### config.mk
export PLATFORM = sky130hd
export DESIGN_NAME = melody_sequencer
export DESIGN_NICKNAME = d
export VERILOG_FILES = /design/src/rtl/melody_sequencer.sv
export SDC_FILE = /design/constraint.sdc
export NUM_CORES = 1
export LEC_CHECK = 0
export CAP_MARGIN = 10
export CORE_MARGIN = 4
export CORE_UTILIZATION = 40
export CTS_CLUSTER_SIZE = 12
export DETAILED_ROUTE_END_ITERATION = 10
export HOLD_SLACK_MARGIN = 0.03
export PLACE_DENSITY_LB_ADDON = 0.05
export SLEW_MARGIN = 20
export SYNTH_ARGS = -nofsm -noshare
export SYNTH_HDL_FRONTEND = slang
export SYNTH_SLANG_ARGS = --single-unit
### constraint.sdc
create_clock -name clk -period 6.4 [get_ports clk]
set_input_delay 1.92 -clock clk [delete_from_list [all_inputs] [get_ports clk]]
set_output_delay 1.92 -clock clk [all_outputs]
set_load 0.005 [all_outputs]
### src/rtl/melody_sequencer.sv
// ---------------------------------------------------------------------------
// melody_sequencer
//
// Walks a melody ROM of {note, duration} bytes and drives the programmable
// tone divider of the music box. For every note it presents the divide ratio,
// gates the tone for the note length minus a short articulation gap, and then
// moves on to the next ROM entry. Busy/done are reported to the button/LED
// logic at the top level.
//
// Parameters
//   ADDR_W       melody ROM address width (DEPTH = 2**ADDR_W entries)
//   UNIT_CYCLES  clk cycles per duration unit
//   GAP_CYCLES   silent cycles at the end of every note (< UNIT_CYCLES)
//
// Ports
//   clk       in   1       system clock
//   rst       in   1       asynchronous reset, active-high
//   start     in   1       level, sampled in IDLE only; plays from address 0
//   stop      in   1       level, aborts playback from any state
//   loop      in   1       at end of melody: 1 = restart, 0 = finish
//   rom_addr  out  ADDR_W  registered melody ROM address
//   rom_data  in   8       ROM word, valid one cycle after rom_addr
//                          [7:4] = note, [3:0] = duration in units
//   divisor   out  16      divide ratio for the tone divider, held between notes
//   tone_on   out  1       tone gate (1 = audible)
//   busy      out  1       1 in every state except IDLE
//   done      out  1       one-cycle pulse when a non-looping melody ends
// ---------------------------------------------------------------------------
module melody_sequencer #(
  parameter int ADDR_W      = 5,
  parameter int UNIT_CYCLES = 750000,
  parameter int GAP_CYCLES  = 60000
) (
  input  logic              clk,
  input  logic              rst,
  input  logic              start,
  input  logic              stop,
  input  logic              loop,
  output logic [ADDR_W-1:0] rom_addr,
  input  logic [7:0]        rom_data,
  output logic [15:0]       divisor,
  output logic              tone_on,
  output logic              busy,
  output logic              done
);

  // Wide enough for the longest note (15 units) at the given unit length.
  localparam int CNT_W = $clog2(15 * UNIT_CYCLES + 1);

  typedef enum logic [2:0] {
    IDLE,
    FETCH,
    LOAD,
    PLAY,
    GAP
  } state_t;

  state_t            state, state_n;
  logic [ADDR_W-1:0] rom_addr_n;
  logic [15:0]       divisor_n;
  logic [CNT_W-1:0]  cnt, cnt_n;
  logic              audible, audible_n;
  logic              done_n;

  logic [3:0]        note;
  logic [3:0]        dur;
  logic              last_entry;
  logic              melody_end;

  assign note       = rom_data[7:4];
  assign dur        = rom_data[3:0];
  assign last_entry = (rom_addr == {ADDR_W{1'b1}});

  // Divide ratios for a 12 MHz clock, Do (1) up to Si (12).
  function automatic logic [15:0] note_divisor(input logic [3:0] n);
    logic [15:0] d;
    case (n)
      4'd1:    d = 16'd45801;
      4'd2:    d = 16'd43293;
      4'd3:    d = 16'd40864;
      4'd4:    d = 16'd38569;
      4'd5:    d = 16'd36404;
      4'd6:    d = 16'd34361;
      4'd7:    d = 16'd32433;
      4'd8:    d = 16'd30612;
      4'd9:    d = 16'd28895;
      4'd10:   d = 16'd27273;
      4'd11:   d = 16'd25742;
      4'd12:   d = 16'd24297;
      default: d = 16'd0;
    endcase
    return d;
  endfunction

  // Notes 0 and 13..15 are rests.
  function automatic logic note_audible(input logic [3:0] n);
    return (n >= 4'd1) && (n <= 4'd12);
  endfunction

  // Sounding part of a note; the gap is carved out of the note length so the
  // overall tempo stays dur * UNIT_CYCLES (plus fetch overhead).
  function automatic logic [CNT_W-1:0] play_len(input logic [3:0] d);
    return CNT_W'(d) * CNT_W'(UNIT_CYCLES) - CNT_W'(GAP_CYCLES);
  endfunction

  always_ff @(posedge clk or posedge rst) begin
    if (rst) begin
      state    <= IDLE;
      rom_addr <= '0;
      divisor  <= '0;
      cnt      <= '0;
      audible  <= 1'b0;
      done     <= 1'b0;
    end else begin
      state    <= state_n;
      rom_addr <= rom_addr_n;
      divisor  <= divisor_n;
      cnt      <= cnt_n;
      audible  <= audible_n;
      done     <= done_n;
    end
  end

  always_comb begin
    state_n    = state;
    rom_addr_n = rom_addr;
    divisor_n  = divisor;
    cnt_n      = cnt;
    audible_n  = audible;
    done_n     = 1'b0;
    melody_end = 1'b0;

    if (stop && (state != IDLE)) begin
      state_n    = IDLE;
      rom_addr_n = '0;
    end else begin
      case (state)
        IDLE: begin
          if (start && !stop) begin
            state_n    = FETCH;
            rom_addr_n = '0;
          end
        end

        FETCH: begin
          state_n = LOAD;
        end

        LOAD: begin
          if (rom_data == 8'h00) begin
            melody_end = 1'b1;
          end else if (dur == 4'd0) begin
            // A skip on the final entry cannot advance without wrapping,
            // so it ends the melody instead.
            if (last_entry) begin
              melody_end = 1'b1;
            end else begin
              rom_addr_n = rom_addr + ADDR_W'(1);
              state_n    = FETCH;
            end
          end else begin
            if (note_audible(note)) begin
              divisor_n = note_divisor(note);
            end
            audible_n = note_audible(note);
            cnt_n     = play_len(dur);
            state_n   = PLAY;
          end
        end

        PLAY: begin
          if (cnt == CNT_W'(1)) begin
            cnt_n   = CNT_W'(GAP_CYCLES);
            state_n = GAP;
          end else begin
            cnt_n = cnt - CNT_W'(1);
          end
        end

        GAP: begin
          if (cnt == CNT_W'(1)) begin
            if (last_entry) begin
              melody_end = 1'b1;
            end else begin
              rom_addr_n = rom_addr + ADDR_W'(1);
              state_n    = FETCH;
            end
          end else begin
            cnt_n = cnt - CNT_W'(1);
          end
        end

        default: begin
          state_n    = IDLE;
          rom_addr_n = '0;
        end
      endcase

      // End marker or last entry: loop back to the top or report completion.
      // The address is left where the melody ended rather than wrapping.
      if (melody_end) begin
        if (loop) begin
          rom_addr_n = '0;
          state_n    = FETCH;
        end else begin
          state_n = IDLE;
          done_n  = 1'b1;
        end
      end
    end
  end

  assign tone_on = (state == PLAY) && audible;
  assign busy    = (state != IDLE);

endmodule

==> impl_metrics.yaml <==
outcome:
  status: "finished clean"
power:
  worst_ir_drop_vdd_v: 0.000239
  p_leak_nw: 2.20
  power_mw: 1.78
  p_comb_share_pct: 52.0
  switching_share_pct: 42.6
  internal-power_mw: 1.02
  power.share.clock_pct: 15.7
  p_seq_share_pct: 32.3
  pwr_density_cell_nw_per_um2: 344
  p_sw_mw: 0.757
timing:
  rsz0062_at_grt: "no"
  min_period_ns: 5.85
  max_freq_mhz: 171
  final_max_slew_viol_count: 0
  period_share_pct: 91.4
  hold_violations: 0
  fin_tns_setup_ns: 0
  finalSetupViolCount: 0
  slew_headroom_pct: 33.9
  skew_ns: 0.00746
  whs_ns: 0.474
  tightest_slew_ns: 0.992
cells_and_area:
  multi_input_area_sq_um: 3090
  fin_util_pct: 47.0
  fin_area_sq_um: 5170
  insertedDiodeCount: 0
  nNetsFinal: 644
  fillCellCount: 1097
  seq_area_sq_um: 1250
  layout-drive-gt1-share_pct: 6.60
  areaGrowthSynthToFinish_pct: 13.2
clock_network:
  cts_hold_buf: 0
  cts_inserted_buffers: 5
  post_cts_buffers: 0
  post_cts_resized: 0
  h-tree-depth: 2
  cts.clk_slew.worst_paths_ns: 0.07
  cts.sinks: 50
  insertion_delay_ns: 0.30
  cts_root_buf: "clkbuf_16"
  clk_path_buf_depth: 2
  cts_tree: "done"
critical_path:
  crit_slowest_cell: "clkdlybuf4s50_1"
  arrival_ns: 6.08
  cp-start-kind: "input port"
  reg2reg_setup_slack_ns: 3.31
  r2r-start: "cnt[4]"
  cp.required_ns: 6.63
  path_cells: "clkdlybuf4s50_1, inv_1, ha_1, inv_1, fa_1, inv_1, ha_1, a211oi_2, o21ai_1, a31oi_1, xnor2_1, nand4_1, or2_1, nor3_1, xor3_1, o21ai_1"
  critical_path_class: "in -> reg"
  max_stage_delay_ns: 0.61
  cp_common_cell: "inv_1"
  ff2ff_path_depth: 9
  crit_fanout: 6
  rr_endpoint: "cnt[22]"
  endpoint_kind: "register"
floorplanning:
  die_h_um: 115
  rows: 38
  start_util_pct: 41.6
  dieWidth_um: 115
  io_pins: 37
  die_area_sq_um: 13200
  coreArea_sq_um: 11000
grt:
  gr-total-overflow: 0
  grt_max_degree: 34
  grt_pass1_vias: 4112
  grt_pass1_wl_mm: 19.9
  track_usage_pct: 18.5
  antenna_found_initial: 0
placement:
  gp_congestion: 0.820
  portBuffers: 36
  dpl.hpwl_mm: 9.14
  place_area_sq_um: 5020
yosys:
  synth-warning-count: 0
  synthArstFlopShare_pct: 100
  synth_top_cell_by_area: "dfrtp_1"
  syn_area_per_cell_sq_um: 8.05
  synth_most_common_cell: "nor2_1"
  synth_area_leaders: "dfrtp_1 27%, ha_1 10%, a21oi_1 5.6%"
  synth_top_flop_cell: "dfrtp_1"
  ys_ff_latch: 50
  ys_seq_area_share_pct: 27.4
  synthesis.nets: 621
  syn_inst: 567
  synth_edf_count: 0
  yosysUniqueCellTypes: 71
  ys_top_cells_by_count: "59 x nor2_1, 51 x a21oi_1, 50 x dfrtp_1, 50 x o21ai_0, 47 x nand2_1"
  netlist_area_sq_um: 4560
  netlist.area_leader.share_pct: 27.4
route:
  remaining_drc_errors: 0
  dr.first_iter.drc_count: 281
  wl_per_cell_um: 16.3
  num_vias: 4236
  wl_mm: 11.9
  avgViaCountPerCell: 5.79
  ant_nets: 0
  dr.pass1.iters: 4
flow_run:
  max-cap-violations: 0
worst_hold_path:
  worstHoldStart: "audible"
  hold_depth: 2
  min_to: "audible"
  hold_class: "reg -> reg"
critical path, delay by kind of cell:
kind	cells	cell delay, ns
xor+xnor	2	0.59
fa+ha+maj	3	1.11
buf+inv	4	0.87
simple gates	3	0.65
compound gates	4	0.92
worst max path at each step:
stage	from	to	slack, ns	cells past startpoint
3_5_place_dp	rom_data[2]	cnt[22]	0.24	16
2_1_floorplan	rom_data[1]	cnt[22]	1.33	12
3_3_place_gp	rom_data[2]	cnt[22]	0.38	16
5_1_grt	rom_data[2]	cnt[22]	0.23	16
6_report	rom_data[2]	cnt[22]	0.55	16
4_1_cts	rom_data[2]	cnt[22]	0.50	16
routing by layer:
layer,up-vias,global-route usage [%],part of all wire (%)
li1,2111,-,-
met1,2032,25.0,47
met2,73,29.8,47
met3,20,3.47,4.1
met4,0,6.81,2.1
met5,-,0,0
final cells by class:
type / count / share of cell area (%)
Multi-Input combinational cell: 465 / 59.9
Sequential cell: 50 / 24.2
Timing Repair Buffer: 41 / 7.70
Tap cell: 140 / 3.39
Clock buffer: 7 / 2.76
Inverter: 27 / 1.96
Clock inverter: 1 / 0.0969
placed cells by master (no fill, tap or decap), types with 10 or more instances in the layout:
cell and count:
dfrtp_1 50, o21ai_0 50, nand2_1 47, or3_1 10
nand3_1 12, xnor2_1 16, a21oi_1 51, nor3_1 21
ha_1 37, clkdlybuf4s50_1 36, inv_1 26, nor2_1 59
power groups by stage:
stage	Combinational, mW	Clock (mW)	Sequential [mW]
after floorplan	0.673	0	0.536
after global placement	0.920	0	0.575
after detailed placement	0.929	0	0.576
after CTS	0.932	0.289	0.572
after global routing	1.04	0.298	0.600
final	0.924	0.280	0.574
flip-flops by register name, summed over array words and instances (netlist names):
register,count
done,1
audible,1
divisor,16
cnt,24
rom_addr,5
state,3
through the flow:
step           instances  setup WS [ns]
5_1_grt              731          0.230
3_5_place_dp         723          0.244
4_1_cts              731          0.504
6_report             731          0.548
2_1_floorplan        567           1.33
3_3_place_gp         723          0.378
cell families after synthesis:
family	Yosys count	share of synthesized area [%]
simple gates	210	23.8
compound gates	183	25.5
buf+inv	52	4.82
flops	50	27.4
fa+ha+maj	41	11.9
xor+xnor	26	5.32
mux	5	1.18
Note: power is estimated with default switching activity, not from simulation.
==> patch 1 (config.mk and constraints unchanged) <==
Put a register stage on the outputs `tone_on` and `busy`. The values now appear one clock later. The other outputs are not delayed to match.
--- a/src/rtl/melody_sequencer.sv
+++ b/src/rtl/melody_sequencer.sv
@@ -211,6 +211,8 @@
   end
 
-  assign tone_on = (state == PLAY) && audible;
-  assign busy    = (state != IDLE);
+  always_ff @(posedge clk) begin
+    tone_on <= (state == PLAY) && audible;
+    busy    <= (state != IDLE);
+  end
 
 endmodule
Check against the original RTL: not equivalent (Yosys sat finds a counterexample within 4 cycles, from zero or initial values and one cycle with rst high).
==> patch 1 against the original RTL <==
Count of clock-buffer cells in the layout down 2; fmax increased by 1.0%; sequential cell count grew 2; non-clock buffer count unchanged; global-route usage down 0.24 points; power is 3.1% higher; worst setup slack better by 0.058 ns; first-iteration DRC count down 20%; area after synthesis up 0.88%; clock power is 12% higher; wire length up 0.22%; final area up 1.2%; worst hold slack improved by 0.0012 ns; clock skew decreased by 0.0017 ns.
==> patch 1: results <==
[setup_path]
arrival_ns = 5.98

[power]
p_leak_nw = 2.22
intPower_mw = 1.07
vdd_drop_max_v = 0.000185

[yosys]
synth_ff_type = dfrtp_1
synthMuxAreaShare_pct = 1.17
synth_cell_types = 72
syn_nets = 623
ys_top_cells_by_area = dfrtp_1, ha_1, a21oi_1
synth-compound-area-share_pct = 25.3
yosys_warnings = 0
seq_area_frac_synth_pct = 28.0
synth_adder_area_share_pct = 11.8
ys_async_sr_fraction_pct = 96.2
synth-xor-area-share_pct = 5.27

[clocking]
cts_setup_buffers = 0
cts_resized = 0
cts_buffers = 5

[detailed_routing]
drtIter0Drc = 224
wl_per_cell_um = 16.3
vias = 4263
dr.pass1.iters = 4

[status]
outcome = finished, final reports clean

[global_routing]
grt_overflow_total = 0
grt_usage_pct = 18.3
grt_max_degree = 37
grt_pass1_vias = 4017
antenna_found_initial = 0

[place]
dpl.hpwl_mm = 9.18
placed_area_um2 = 5060
finalWeightedCongestion = 0.867

[final_layout]
nFillCells = 1147
top_regs = cnt x24, divisor x16, rom_addr x5
nNetsFinal = 646
layout-drive-gt1-share_pct = 6.75

[timing]
worst_pin_slew_ns = 1.00
clock_skew_ns = 0.00580
patch 1: cell type report:
type / instances / area share [%]
Sequential cell: 52 / 24.7
Clock inverter: 3 / 0.814
Inverter: 27 / 1.94
Tap cell: 140 / 3.35
Multi-Input combinational cell: 465 / 59.2
Timing Repair Buffer: 41 / 7.61
Clock buffer: 5 / 2.39
patch 1: final timing paths:
kind,start,endpoint,slack (ns),cells past startpoint
min in group asynchronous,rst,rom_addr[4],1.89,2
max in group asynchronous,rst,cnt[8],3.70,3
worst min register to register,divisor[14],divisor[14],0.47,1
worst max register to register,cnt[12],cnt[22],3.26,9
worst max-delay path,rom_data[2],cnt[17],0.61,16
worst min-delay path,divisor[14],divisor[14],0.47,1
patch 1: through the flow:
stage	std cells	hold WS, ns	power [mW]	util (%)	worst slack (ns)
4_1_cts	733	0.482	1.85	47.4	0.600
3_3_place_gp	725	0.457	1.51	45.9	0.350
3_5_place_dp	725	0.466	1.52	45.9	0.287
2_1_floorplan	569	0.439	1.23	-	1.33
5_1_grt	733	0.506	1.99	47.4	0.269
6_report	733	0.475	1.83	47.4	0.606
patch 1: cells by family after synthesis:
group / Yosys count
fa+ha+maj: 41
compound gates: 183
xor+xnor: 26
mux: 5
flops: 52
buf+inv: 52
simple gates: 210
patch 1: routing by layer:
metal | vias up | track usage, % | routed length [um]
met2 | 85 | 29.9 | 5640
met1 | 2047 | 26.0 | 5700
met4 | 0 | 4.38 | 135
li1 | 2120 | - | -
met3 | 11 | 2.11 | 459
met5 | - | 0 | 0
patch 1: power groups by stage:
stage	Clock (mW)	Combinational [mW]	Sequential, mW
finish	0.314	0.930	0.591
floorplan	0	0.672	0.555
detailed placement	0	0.930	0.595
global placement	0	0.919	0.592
global route	0.335	1.04	0.616
CTS	0.322	0.933	0.590
patch 1: worst max-delay path: stages:
cell             delay, ns
clkdlybuf4s50_1       0.62
inv_1                 0.11
ha_1                  0.31
inv_1                 0.09
fa_1                  0.54
inv_1                 0.07
ha_1                  0.23
a211oi_2              0.32
nor3b_1               0.12
or2_2                 0.34
a21oi_1               0.25
o21ai_1               0.15
nor3b_2               0.33
nor2b_1               0.10
xnor2_1               0.13
a221o_1               0.36
==> patch 2 (config.mk and constraints unchanged) <==
Made on the original files. The parameter `GAP_CYCLES` goes from 60000 to 30000.
--- a/src/rtl/melody_sequencer.sv
+++ b/src/rtl/melody_sequencer.sv
@@ -30,5 +30,5 @@
   parameter int ADDR_W      = 5,
   parameter int UNIT_CYCLES = 750000,
-  parameter int GAP_CYCLES  = 60000
+  parameter int GAP_CYCLES  = 30000
 ) (
   input  logic              clk,
Check against the original RTL: no difference found for any inputs over 10 cycles, from zero or initial values and one cycle with rst high; that may be too few to reach the edited logic, so the function may still have changed.
==> patch 2 against the original RTL <==
Worst setup slack worse by 0.025 ns; die area up 2.3%; power down 16%; area after synthesis up 2.5%; sequential cell count unchanged; fmax down 0.43%; wire length up 8.1%; final area up 2.4%; largest power group unchanged.
==> patch 2: results <==
[final_layout]
nFillCells = 1141
largest_reg_flops = 24
nNetsFinal = 669
layout-drive-gt1-share_pct = 5.53

[yosys]
syn_nets = 644
synthMuxAreaShare_pct = 1.15
synth-compound-area-share_pct = 27.4
netlist_top_cells_count = nand2_1, o21ai_0, dfrtp_1
synth_adder_area_share_pct = 11.7
seq_area_frac_synth_pct = 26.7
synth_cell_types = 72
synth-xor-area-share_pct = 4.87
ys_top_cells_by_area = dfrtp_1, ha_1, o21ai_0
ys_async_sr_fraction_pct = 100

[timing]
maxSlewHeadroom_pct = 42.2
setup_slack_ns = 0.523
clock_skew_ns = 0.0109

[detailed_routing]
drt-total-wl_mm = 12.9
wl_met1_mm = 6.14
met3WireLength_um = 589
dr.pass1.iters = 6
drtIter0Drc = 275
vias = 4565
wl_met2_mm = 5.95

[global_routing]
grt_pass1_wl_mm = 21.1
grt_usage_pct = 19.6
grt_pass1_vias = 4273
grt_max_degree = 51

[status]
outcome = finished, final reports clean

[place]
pre_cts_ws_ns = 0.237
finalWeightedCongestion = 0.854
dpl.hpwl_mm = 9.70

[setup_path]
endpoint = cnt[23]
worst_r2r_startpoint = cnt[16]
reg2reg_to = cnt[18]
reg2reg_slack_ns = 3.14
rr_worst_depth = 8
arrival_ns = 6.05
critPathLaunch = rom_data[1]

[power]
vdd_drop_max_v = 0.000165
p_leak_nw = 2.20
power.density_nw_per_um2 = 282
patch 2: cell count changes after synthesis, moves of 4 or more:
cell      before  now
nor4_1         3   13
and4_1         5    1
clkbuf_1      13   18
nand2_1       47   57
o21ai_0       50   57
nor2_1        59   43
patch 2: worst max-delay path: stages:
cell and delay [ns]:
clkdlybuf4s50_1 0.55, fa_1 0.47, inv_1 0.08, fa_1 0.41, inv_1 0.07, ha_1 0.29
a21oi_1 0.39, o211ai_1 0.23, a2111oi_1 0.65, o21ba_2 0.25, o2111ai_1 0.16, nor4_1 0.34
xor2_1 0.17, o21ai_1 0.07
patch 2: worst min-delay path by stage:
| stage | start | endpoint | slack, ns | cells after the start |
|---|---|---|---|---|
| 6_report | divisor[12] | divisor[12] | 0.48 | 2 |
| 5_1_grt | divisor[9] | divisor[9] | 0.49 | 2 |
| 2_1_floorplan | audible | audible | 0.44 | 2 |
| 4_1_cts | divisor[7] | divisor[7] | 0.48 | 1 |
| 3_5_place_dp | divisor[7] | divisor[7] | 0.47 | 1 |
| 3_3_place_gp | divisor[7] | divisor[7] | 0.46 | 1 |
patch 2: layer usage:
| layer | vias to the layer above | GRT usage [%] |
|---|---|---|
| met4 | 0 | 5.72 |
| met2 | 104 | 32.5 |
| met1 | 2192 | 26.3 |
| met3 | 15 | 3.37 |
| li1 | 2254 | - |
| met5 | - | 0 |
patch 2: cells by family (layout without fill, tap and decap cells):
| group | count (synthesis) | in the layout |
|---|---|---|
| AO/OA/AOI/OAI | 201 | 201 |
| multiplexers | 5 | 5 |
| flip-flops | 50 | 50 |
| adder cells (fa/ha/maj) | 42 | 42 |
| buffers and inverters | 54 | 79 |
| XOR/XNOR | 26 | 26 |
| AND/OR/NAND/NOR | 212 | 212 |
patch 2: final cells by class:
cell class	instances	area, um^2	area share (%)
Inverter	27	101	1.92
Timing Repair Buffer	45	428	8.09
Clock buffer	5	125	2.37
Multi-Input combinational cell	486	3190	60.4
Sequential cell	50	1250	23.7
Clock inverter	2	10.0	0.189
Tap cell	143	179	3.38
patch 2: power breakdown:
group | internal [mW] | total (mW) | switching (mW)
Combinational | 0.326 | 0.706 | 0.380
Sequential | 0.419 | 0.521 | 0.102
Clock | 0.142 | 0.262 | 0.121
Total | 0.887 | 1.49 | 0.602
patch 2: metrics by stage:
step	instance area (um^2)	std cells
2_1_floorplan	4680	590
3_3_place_gp	5150	751
3_5_place_dp	5150	751
4_1_cts	5290	758
5_1_grt	5290	758
6_report	5290	758
